$ cat src/rtl/line_matrix_sequencer_pkg.sv
// Shared types and constants for the line-matrix sequencer.
// FSM states, selector encodings and a width helper.
package line_matrix_pkg;

  typedef enum logic [1:0] {
    S_IDLE  = 2'd0,
    S_SWEEP = 2'd1,
    S_DONE  = 2'd2
  } seq_state_t;

  localparam int SEL_ZERO     = 0;
  localparam int SEL_ONE      = 1;
  localparam int SEL_LINE_OFS = 2;

  function automatic int sel_width(input int n);
    return (n > 1) ? $clog2(n) : 1;
  endfunction

endpackage

$ cat src/rtl/line_matrix_sequencer_route_table.sv
// line_route_table: shadow/active route tables, write checks, copy port.
// Ports: cfg write (wr_*), err pulse, copy_en/copy_idx (shadow->active),
//   peek_idx/peek_shadow (shadow read with same-cycle write forwarding),
//   active_zero. LINE_MATRIX_SEQ_READBACK_EN adds rd_addr/rd_data.
module line_route_table
  import line_matrix_pkg::*;
#(
  parameter int NUM_INPUTS = 10,
  parameter int NUM_OUTPUTS = 10,
  localparam int ISEL_W = sel_width(NUM_INPUTS + 2),
  localparam int OSEL_W = sel_width(NUM_OUTPUTS)
) (
  input  logic              clk,
  input  logic              rst,
  input  logic              wr_en,
  input  logic [OSEL_W-1:0] wr_addr,
  input  logic [ISEL_W-1:0] wr_data,
  input  logic              wr_allow,
  output logic              err,
  input  logic              copy_en,
  input  logic [OSEL_W-1:0] copy_idx,
  input  logic [OSEL_W-1:0] peek_idx,
  output logic [ISEL_W-1:0] peek_shadow,
`ifdef LINE_MATRIX_SEQ_READBACK_EN
  input  logic [OSEL_W-1:0] rd_addr,
  output logic [ISEL_W-1:0] rd_data,
`endif
  output logic [ISEL_W-1:0] active_zero
);

  localparam int MAX_SEL = NUM_INPUTS + 1;

  logic [ISEL_W-1:0] shadow [NUM_OUTPUTS];
  logic [ISEL_W-1:0] active [NUM_OUTPUTS];

  logic addr_ok;
  logic data_ok;
  logic wr_ok;

  assign addr_ok = int'(wr_addr) < NUM_OUTPUTS;
  assign data_ok = int'(wr_data) <= MAX_SEL;
  assign wr_ok   = wr_en & wr_allow & addr_ok & data_ok;

  always_ff @(posedge clk) begin
    if (rst) begin
      err <= 1'b0;
      for (int i = 0; i < NUM_OUTPUTS; i++) begin
        shadow[i] <= ISEL_W'(SEL_ZERO);
        active[i] <= ISEL_W'(SEL_ZERO);
      end
    end else begin
      err <= wr_en & ~wr_ok;
      if (wr_ok)
        shadow[wr_addr] <= wr_data;
      if (copy_en)
        active[copy_idx] <= shadow[copy_idx];
    end
  end

  // A write accepted on the commit edge must reach the first swept entry.
  always_comb begin
    peek_shadow = shadow[peek_idx];
    if (wr_ok && wr_addr == peek_idx)
      peek_shadow = wr_data;
  end

  assign active_zero = active[0];

`ifdef LINE_MATRIX_SEQ_READBACK_EN
  always_ff @(posedge clk) begin
    if (rst)
      rd_data <= '0;
    else if (int'(rd_addr) < NUM_OUTPUTS)
      rd_data <= active[rd_addr];
    else
      rd_data <= '0;
  end
`endif

endmodule

$ cat src/rtl/line_matrix_sequencer.sv
// line_matrix_sequencer: sweeps a shadow route table onto the shared
// line_mux select bus on commit. Ports: clk, rst, cfg_wr_*, cfg_err,
// commit_valid/ready, busy, done, output_select, input_select.
// LINE_MATRIX_SEQ_READBACK_EN adds cfg_rd_addr/cfg_rd_data.
module line_matrix_sequencer
  import line_matrix_pkg::*;
#(
  parameter int NUM_INPUTS = 10,
  parameter int NUM_OUTPUTS = 10,
  localparam int ISEL_W = sel_width(NUM_INPUTS + 2),
  localparam int OSEL_W = sel_width(NUM_OUTPUTS)
) (
  input  logic              clk,
  input  logic              rst,
  input  logic              cfg_wr_en,
  input  logic [OSEL_W-1:0] cfg_wr_addr,
  input  logic [ISEL_W-1:0] cfg_wr_data,
  output logic              cfg_err,
`ifdef LINE_MATRIX_SEQ_READBACK_EN
  input  logic [OSEL_W-1:0] cfg_rd_addr,
  output logic [ISEL_W-1:0] cfg_rd_data,
`endif
  input  logic              commit_valid,
  output logic              commit_ready,
  output logic              busy,
  output logic              done,
  output logic [OSEL_W-1:0] output_select,
  output logic [ISEL_W-1:0] input_select
);

  seq_state_t        state;
  logic [OSEL_W-1:0] idx;
  logic              last;
  logic [OSEL_W-1:0] peek_idx;
  logic [ISEL_W-1:0] peek_shadow;
  logic [ISEL_W-1:0] active_zero;

  assign last = (idx == OSEL_W'(NUM_OUTPUTS - 1));
  assign commit_ready = (state == S_IDLE);

  // Next entry to put on the bus; entry 0 at commit and on the final step.
  assign peek_idx = (state == S_SWEEP && !last)
                  ? OSEL_W'(idx + 1'b1) : '0;

  line_route_table #(
    .NUM_INPUTS (NUM_INPUTS),
    .NUM_OUTPUTS(NUM_OUTPUTS)
  ) u_table (
    .clk        (clk),
    .rst        (rst),
    .wr_en      (cfg_wr_en),
    .wr_addr    (cfg_wr_addr),
    .wr_data    (cfg_wr_data),
    .wr_allow   (state != S_SWEEP),
    .err        (cfg_err),
    .copy_en    (state == S_SWEEP),
    .copy_idx   (idx),
    .peek_idx   (peek_idx),
    .peek_shadow(peek_shadow),
`ifdef LINE_MATRIX_SEQ_READBACK_EN
    .rd_addr    (cfg_rd_addr),
    .rd_data    (cfg_rd_data),
`endif
    .active_zero(active_zero)
  );

  always_ff @(posedge clk) begin
    if (rst) begin
      state         <= S_IDLE;
      idx           <= '0;
      busy          <= 1'b0;
      done          <= 1'b0;
      output_select <= '0;
      input_select  <= ISEL_W'(SEL_ZERO);
    end else begin
      unique case (state)
        S_IDLE: begin
          done          <= 1'b0;
          output_select <= '0;
          if (commit_valid) begin
            state        <= S_SWEEP;
            idx          <= '0;
            busy         <= 1'b1;
            input_select <= peek_shadow;
          end else begin
            busy         <= 1'b0;
            input_select <= active_zero;
          end
        end
        S_SWEEP: begin
          if (last) begin
            state         <= S_DONE;
            busy          <= 1'b0;
            done          <= 1'b1;
            output_select <= '0;
            input_select  <= peek_shadow;
          end else begin
            idx           <= OSEL_W'(idx + 1'b1);
            output_select <= OSEL_W'(idx + 1'b1);
            input_select  <= peek_shadow;
          end
        end
        S_DONE: begin
          state         <= S_IDLE;
          done          <= 1'b0;
          busy          <= 1'b0;
          output_select <= '0;
          input_select  <= active_zero;
        end
        default: state <= S_IDLE;
      endcase
    end
  end

endmodule

$ cat config.mk
export PLATFORM = sky130hd
export DESIGN_NAME = line_matrix_sequencer
export DESIGN_NICKNAME = d
export VERILOG_FILES = /design/src/rtl/line_matrix_sequencer_pkg.sv /design/src/rtl/line_matrix_sequencer_route_table.sv /design/src/rtl/line_matrix_sequencer.sv
export SDC_FILE = /design/constraint.sdc
export NUM_CORES = 1
export LEC_CHECK = 0
export CORE_ASPECT_RATIO = 0.5
export CORE_MARGIN = 2
export CORE_UTILIZATION = 40
export DETAILED_ROUTE_END_ITERATION = 16
export HOLD_SLACK_MARGIN = 0.02
export PLACE_DENSITY = 0.57
export SYNTH_ARGS = -nofsm -noshare
export SYNTH_HDL_FRONTEND = slang
export SYNTH_SLANG_ARGS = --single-unit
$ cat constraint.sdc
create_clock -name clk -period 2.6 [get_ports clk]
set_input_delay 0.26 -clock clk [delete_from_list [all_inputs] [get_ports clk]]
set_output_delay 0.26 -clock clk [all_outputs]
set_load 0.005 [all_outputs]
Word-level counts from Yosys, hierarchy flattened

Memory sizes are Yosys's and may differ from the RTL's. A register that Yosys moved wholly into a read port is not among the register bits.
Cells that the tools add are included.

Bits in registers: 17
RAM bits: 80
Memories kept: 2
Input bits: 12

Memory list:

| name           | words | bits a word | rd ports | clocked after memory_dff | write ports | line                                    | RTL |
|---|---|---|---|---|---|---|---|
| u_table.active | 10    | 4           | 1        | 0                        | 10          | line_matrix_sequencer_route_table.sv:34 | `logic [ISEL_W-1:0] active [NUM_OUTPUTS];` |
| u_table.shadow | 10    | 4           | 2        | 1                        | 10          | line_matrix_sequencer_route_table.sv:33 | `logic [ISEL_W-1:0] shadow [NUM_OUTPUTS];` |

Mux-type cells: 33
Equality and inequality tests: 8
Reductions and logical operators: 14
Magnitude comparators: 2
Bitwise logic cells: 5
Add/sub/neg operators: 1

Operators by type and width:

| operator            | number |
|---|---|
| $mux 4              | 12 |
| $pmux 4 s2          | 2 |
| $mux 1              | 13 |
| $pmux 4 s3          | 1 |
| $reduce_or 4->1     | 2 |
| $ne 2x2->1 const B  | 3 |
| $reduce_and 2->1    | 3 |
| $add 4x1->4 const B | 1 |
| $and 1x1->1         | 4 |
| $eq 4x4->1          | 1 |
| $eq 4x4->1 const B  | 1 |
| $le 4x4->1 const B  | 1 |
| $lt 4x4->1 const B  | 1 |
| $mux 2              | 2 |
| $pmux 2 s2          | 1 |
| $reduce_bool 2->1   | 2 |
| $pmux 1 s3          | 1 |
| $reduce_and 3->1    | 1 |
| $reduce_bool 3->1   | 1 |
| $eq 2x1->1 const B  | 1 |
| $eq 2x2->1 const B  | 1 |
| $logic_and 1x1->1   | 2 |
| $logic_not 2->1     | 1 |
| $ne 2x1->1 const B  | 1 |
| 4 further kinds     | 4 |

Longest topological paths before layout

Gate-level depths: netlist (run 1).

Depth after elaboration: 9
Mapped depth: 11
Mapped depth without buffers: 8

Cells and area by module

A second synthesis (run 1) with hierarchy kept.

Cell total of the unflattened synthesis: 310
Area total of the unflattened synthesis: 4194.0 µm²

Modules (own cells, without submodules):

| module                | seq. area each (µm²) | cells each | area an instance (µm²) | instances |
|---|---|---|---|---|
| line_route_table      | 2062.0               | 202        | 3250.6                 | 1 |
| line_matrix_sequencer | 320.3                | 108        | 943.4                  | 1 |

Worst setup path before layout (run 1)

OpenSTA, ideal clock, no wires.

Kind: register to register
From: register idx[0]
To: register input_select[0]
Path slack: 0.256 ns
Data required time: 2.514 ns
Setup time: 0.086 ns
Arrival: 2.258 ns
Path buffers: 1
Cell stages (with the launch flop): 8
Cell sequence: dfxtp_1 > ha_1 > buf_6 > a22o_1 > or4_4 > nor3_1 > a221oi_1 > a221oi_2

Word-level cells in the longest chain between the ends: 9

Ends and longest elaborated chain:

| element                                                              | line                                    | RTL |
|---|---|---|
| start, declared                                                      | line_matrix_sequencer.sv:32             | `logic [OSEL_W-1:0] idx;` |
| start signal, assigned                                               | line_matrix_sequencer.sv:98             | `idx <= OSEL_W'(idx + 1'b1);` |
| parallel branches: the longest is 3 deep, another holds $add 4x1->4  | n/a                                     |  |
| $mux 4 *                                                             | line_matrix_sequencer.sv:43             | `? OSEL_W'(idx + 1'b1) : '0;` |
| parallel branches: the longest is 2 deep, another holds $mem_v2 10x4 | n/a                                     |  |
| $mux 4 *                                                             | line_matrix_sequencer_route_table.sv:63 | `if (wr_ok && wr_addr == peek_idx)` |
| $mux 4                                                               | line_matrix_sequencer.sv:80             | `if (commit_valid) begin` |
| $pmux 4 s3 *                                                         | line_matrix_sequencer.sv:76             | `unique case (state)` |
| end signal, assigned                                                 | line_matrix_sequencer.sv:74             | `input_select <= ISEL_W'(SEL_ZERO);` |
| end signal, assigned                                                 | line_matrix_sequencer.sv:84             | `input_select <= peek_shadow;` |
| end signal, assigned                                                 | line_matrix_sequencer.sv:87             | `input_select <= active_zero;` |
| end, declared                                                        | line_matrix_sequencer.sv:28             | `output logic [ISEL_W-1:0] input_select` |

Every way passes the cells marked *.
A chain may end at the register's enable or synchronous reset.

Final worst setup path (run 1)

From: register state[1]
To: register input_select[3]

Word-level cells in the longest chain between the ends: 8

Ends and longest elaborated chain:

| element                                                              | line                        | RTL |
|---|---|---|
| start, declared                                                      | line_matrix_sequencer.sv:31 | `seq_state_t state;` |
| start signal, assigned                                               | line_matrix_sequencer.sv:69 | `state <= S_IDLE;` |
| start signal, assigned                                               | line_matrix_sequencer.sv:81 | `state <= S_SWEEP;` |
| start signal, assigned                                               | line_matrix_sequencer.sv:92 | `state <= S_DONE;` |
| parallel branches: the longest is 8 deep, another holds $mem_v2 10x4 | n/a                         |  |

Parallel ways; which one is timed is not known.

==> results.cfg, run 1 <==
[die]
start_util_pct = 40.6
dieArea_sq_um = 12800
num_rows = 28
io_pins = 24
die_w_um = 158
dieHeight_um = 81.1
core-area_sq_um = 11700

[grt]
antenna_found_initial = 0
met3_usage_pct = 7.63
grt_usage_pct = 21.2
use_met2_pct = 29.7
gr-max-usage-layer = met1
overflow = 0
grt_pass1_wl_mm = 19.4
use_met1_pct = 30.7
grt_max_degree = 29
grt_pass1_vias = 3274

[logic_synthesis]
synth_area_leaders = edfxtp_1 (43%), mux4_2 (9.5%), dfxtp_1 (8.8%)
synth_top_area_share_pct = 43.0
yosysMostFrequentCell = edfxtp_1
synth_cell_types = 56
synth_simple_gate_area_share_pct = 17.9
yosysWarnings = 0
synth.avg_cell_area_sq_um = 11.6
seq_area_frac_synth_pct = 51.8
synth_top_area_cell = edfxtp_1
synth_edf_count = 68
async_flop_share_pct = 0
synth_mux_area_share_pct = 10.7
synth_common_cells = edfxtp_1 (68), nor2_1 (56), nand2_1 (39), dfxtp_1 (21), mux4_2 (20)
syn_area_sq_um = 4750
synth-compound-area-share_pct = 13.3
synth_top_family_by_area = simple AND/OR/NAND/NOR gates
synth_xor_area_share_pct = 0.527
synthCells = 410
synth_fa_ha_area_share_pct = 1.58
postSynthRegisterBits = 89
synthFlopType = edfxtp_1

[run_status]
outcome = completed

[setup_path]
cp_cell_sequence = inv_1 > ha_1 > buf_4 > nor2b_4 > nand3_2 > or4_4 > nor3_1 > buf_4 > a221oi_1 > a221oi_2
crit_top_cell = buf_4
cp-end-kind = flip-flop
path_class = flip-flop to flip-flop
worst_setup_path_start_kind = flip-flop
r2r.worst_path.cells = 10
critical_path_arrival_ps = 2700
cpMaxStageDelayCell = or4_4
cp_slowest_stage_delay_ps = 550
crit_fanout = 4
required_ps = 2870

[detailed_routing]
drt-total-wl_mm = 13.0
via_per_inst = 5.49
detail_route.drc_violations = 0
ant_nets = 0
vias = 3521
wl_per_cell_um = 20.2
drt_pass1_iterations = 5
drt_iter0_drc = 394

[clocking]
postCtsSetupBuffers = 0
cts.clk_slew.worst_paths_ps = 60
clockRootBuffer = clkbuf_16
post_cts_resized = 0
cts_tree = built
cts_inserted_buffers = 9
clk_latency_ps = 350
ctsLongestPathBuffers = 2
cts.sinks = 89
postCtsHoldBufs = 0
htree_levels = 3

[place]
portBuffers = 23
dpl_cell_area_sq_um = 5380
dp_hpwl_mm = 9.63
place.gp.congestion = 0.972

[finish]
drive_gt1_share_pct = 16.2
layout.nets = 489
area_growth_syn_to_layout_pct = 19.9
design_area_sq_um = 5700
antenna_cells = 0

[pwr]
ir_drop_mv = 0.293
p_leak_nw = 2.05
power_density_nw_per_um2 = 611
power.total_mw = 3.48

[timing]
hold_viol = 0
max_freq_mhz = 412
tightest_slew_ps = 611
period_needed_ps = 2430
rsz0062_at_grt = no
period_share_pct = 93.4
final_max_slew_viol_count = 0
setup_viol = 0
maxSlewHeadroom_pct = 59.0
finalSetupTns_ps = 0
fin_skew_ps = 7.10

[run]
maxCapViolCount = 0

[worst_hold_path]
hold_path_class = flip-flop to flip-flop
holdPathStages = 2
[flip-flops by register name (all words and copies together), names as in the netlist, named ones only]
register and flops:
input_select 4, idx 4, u_table.shadow 64, done 1
busy 1, output_select 4, u_table.active 4, state 2
u_table.err 1
[report_power, final]
part | switching, mW | total [mW] | internal (mW)
sequential | 0.0376 | 1.63 | 1.59
clock | 0.571 | 1.42 | 0.848
combinational | 0.239 | 0.432 | 0.194
[worst max-delay path, delay by kind of cell, from the launching register on]
| kind | cells | cell delay, ps |
|---|---|---|
| simple gates | 4 | 1010 |
| flops | 1 | 380 |
| fa+ha+maj | 1 | 220 |
| buf+inv | 3 | 420 |
| compound gates | 2 | 330 |
[routing by layer]
metal / share of wire [%] / wire length, um / vias up
met5: 0 / 0 / -
met4: 1.8 / 229 / 0
met3: 8.5 / 1100 / 19
met2: 41 / 5270 / 133
met1: 49 / 6370 / 1722
li1: - / - / 1647
[final cells by class]
class                           count  area (sq um)
Clock inverter                      6          90.1
Fill cell                        1079          6000
Tap cell                          165           206
Sequential cell                    89          2460
Clock buffer                       10           229
Multi-Input combinational cell    300          2180
Timing Repair Buffer               51           453
Inverter                           20          75.1
[through the flow]
stage / hold WS [ps] / util (%) / cells / setup slack (ps)
after floorplan: 424 / - / 433 / 256
after global placement: 466 / 46.0 / 625 / 208
after detailed placement: 464 / 46.0 / 625 / 158
after CTS: 474 / 48.7 / 641 / 182
after global routing: 496 / 48.7 / 641 / 13.9
final: 468 / 48.7 / 641 / 171
[layout by cell type, fill, tap and decap left out, types with 6 or more instances in the layout]
cell	netlist	layout
conb_1	1	24
nand2_1	39	39
inv_1	19	19
edfxtp_1	68	68
clkbuf_16	0	9
ha_1	6	6
nand3b_1	9	9
nor2b_1	12	12
mux2i_1	6	6
nand3_1	8	8
nor2_1	56	56
a32o_1	8	8
nand2b_1	13	13
and3_1	12	12
clkdlybuf4s50_1	0	23
dfxtp_1	21	21
mux4_2	20	20
a211oi_1	7	7
a21oi_1	11	11
buf_4	0	27
[kinds of logic (layout without fill, tap and decap cells)]
group | Yosys count | after routing
adder cells (fa/ha/maj) | 6 | 6
buffers and inverters | 44 | 87
AND/OR/NAND/NOR | 167 | 167
flip-flops | 89 | 89
multiplexers | 26 | 26
other | 1 | 24
XOR/XNOR | 2 | 2
AO/OA/AOI/OAI | 75 | 75
[worst paths after layout]
path | start | end | slack (ps)
worst min register to register | input_select[3] | input_select[3] | 470
worst min-delay path | input_select[3] | input_select[3] | 470
worst max register to register | state[1] | input_select[3] | 170
worst max-delay path | state[1] | input_select[3] | 170
(Power assumes the default switching activity.)
==> run 2, diff against run 1 <==
--- a/config.mk
+++ b/config.mk
@@ -5,6 +5,7 @@
 export SDC_FILE = /design/constraint.sdc
 export NUM_CORES = 1
 export LEC_CHECK = 0
+export ABC_AREA = 0
 export CORE_ASPECT_RATIO = 0.5
 export CORE_MARGIN = 2
 export CORE_UTILIZATION = 40
==> results of run 2 <==
Same layout as run 1: the final DEF is identical, and so are final timing and power.
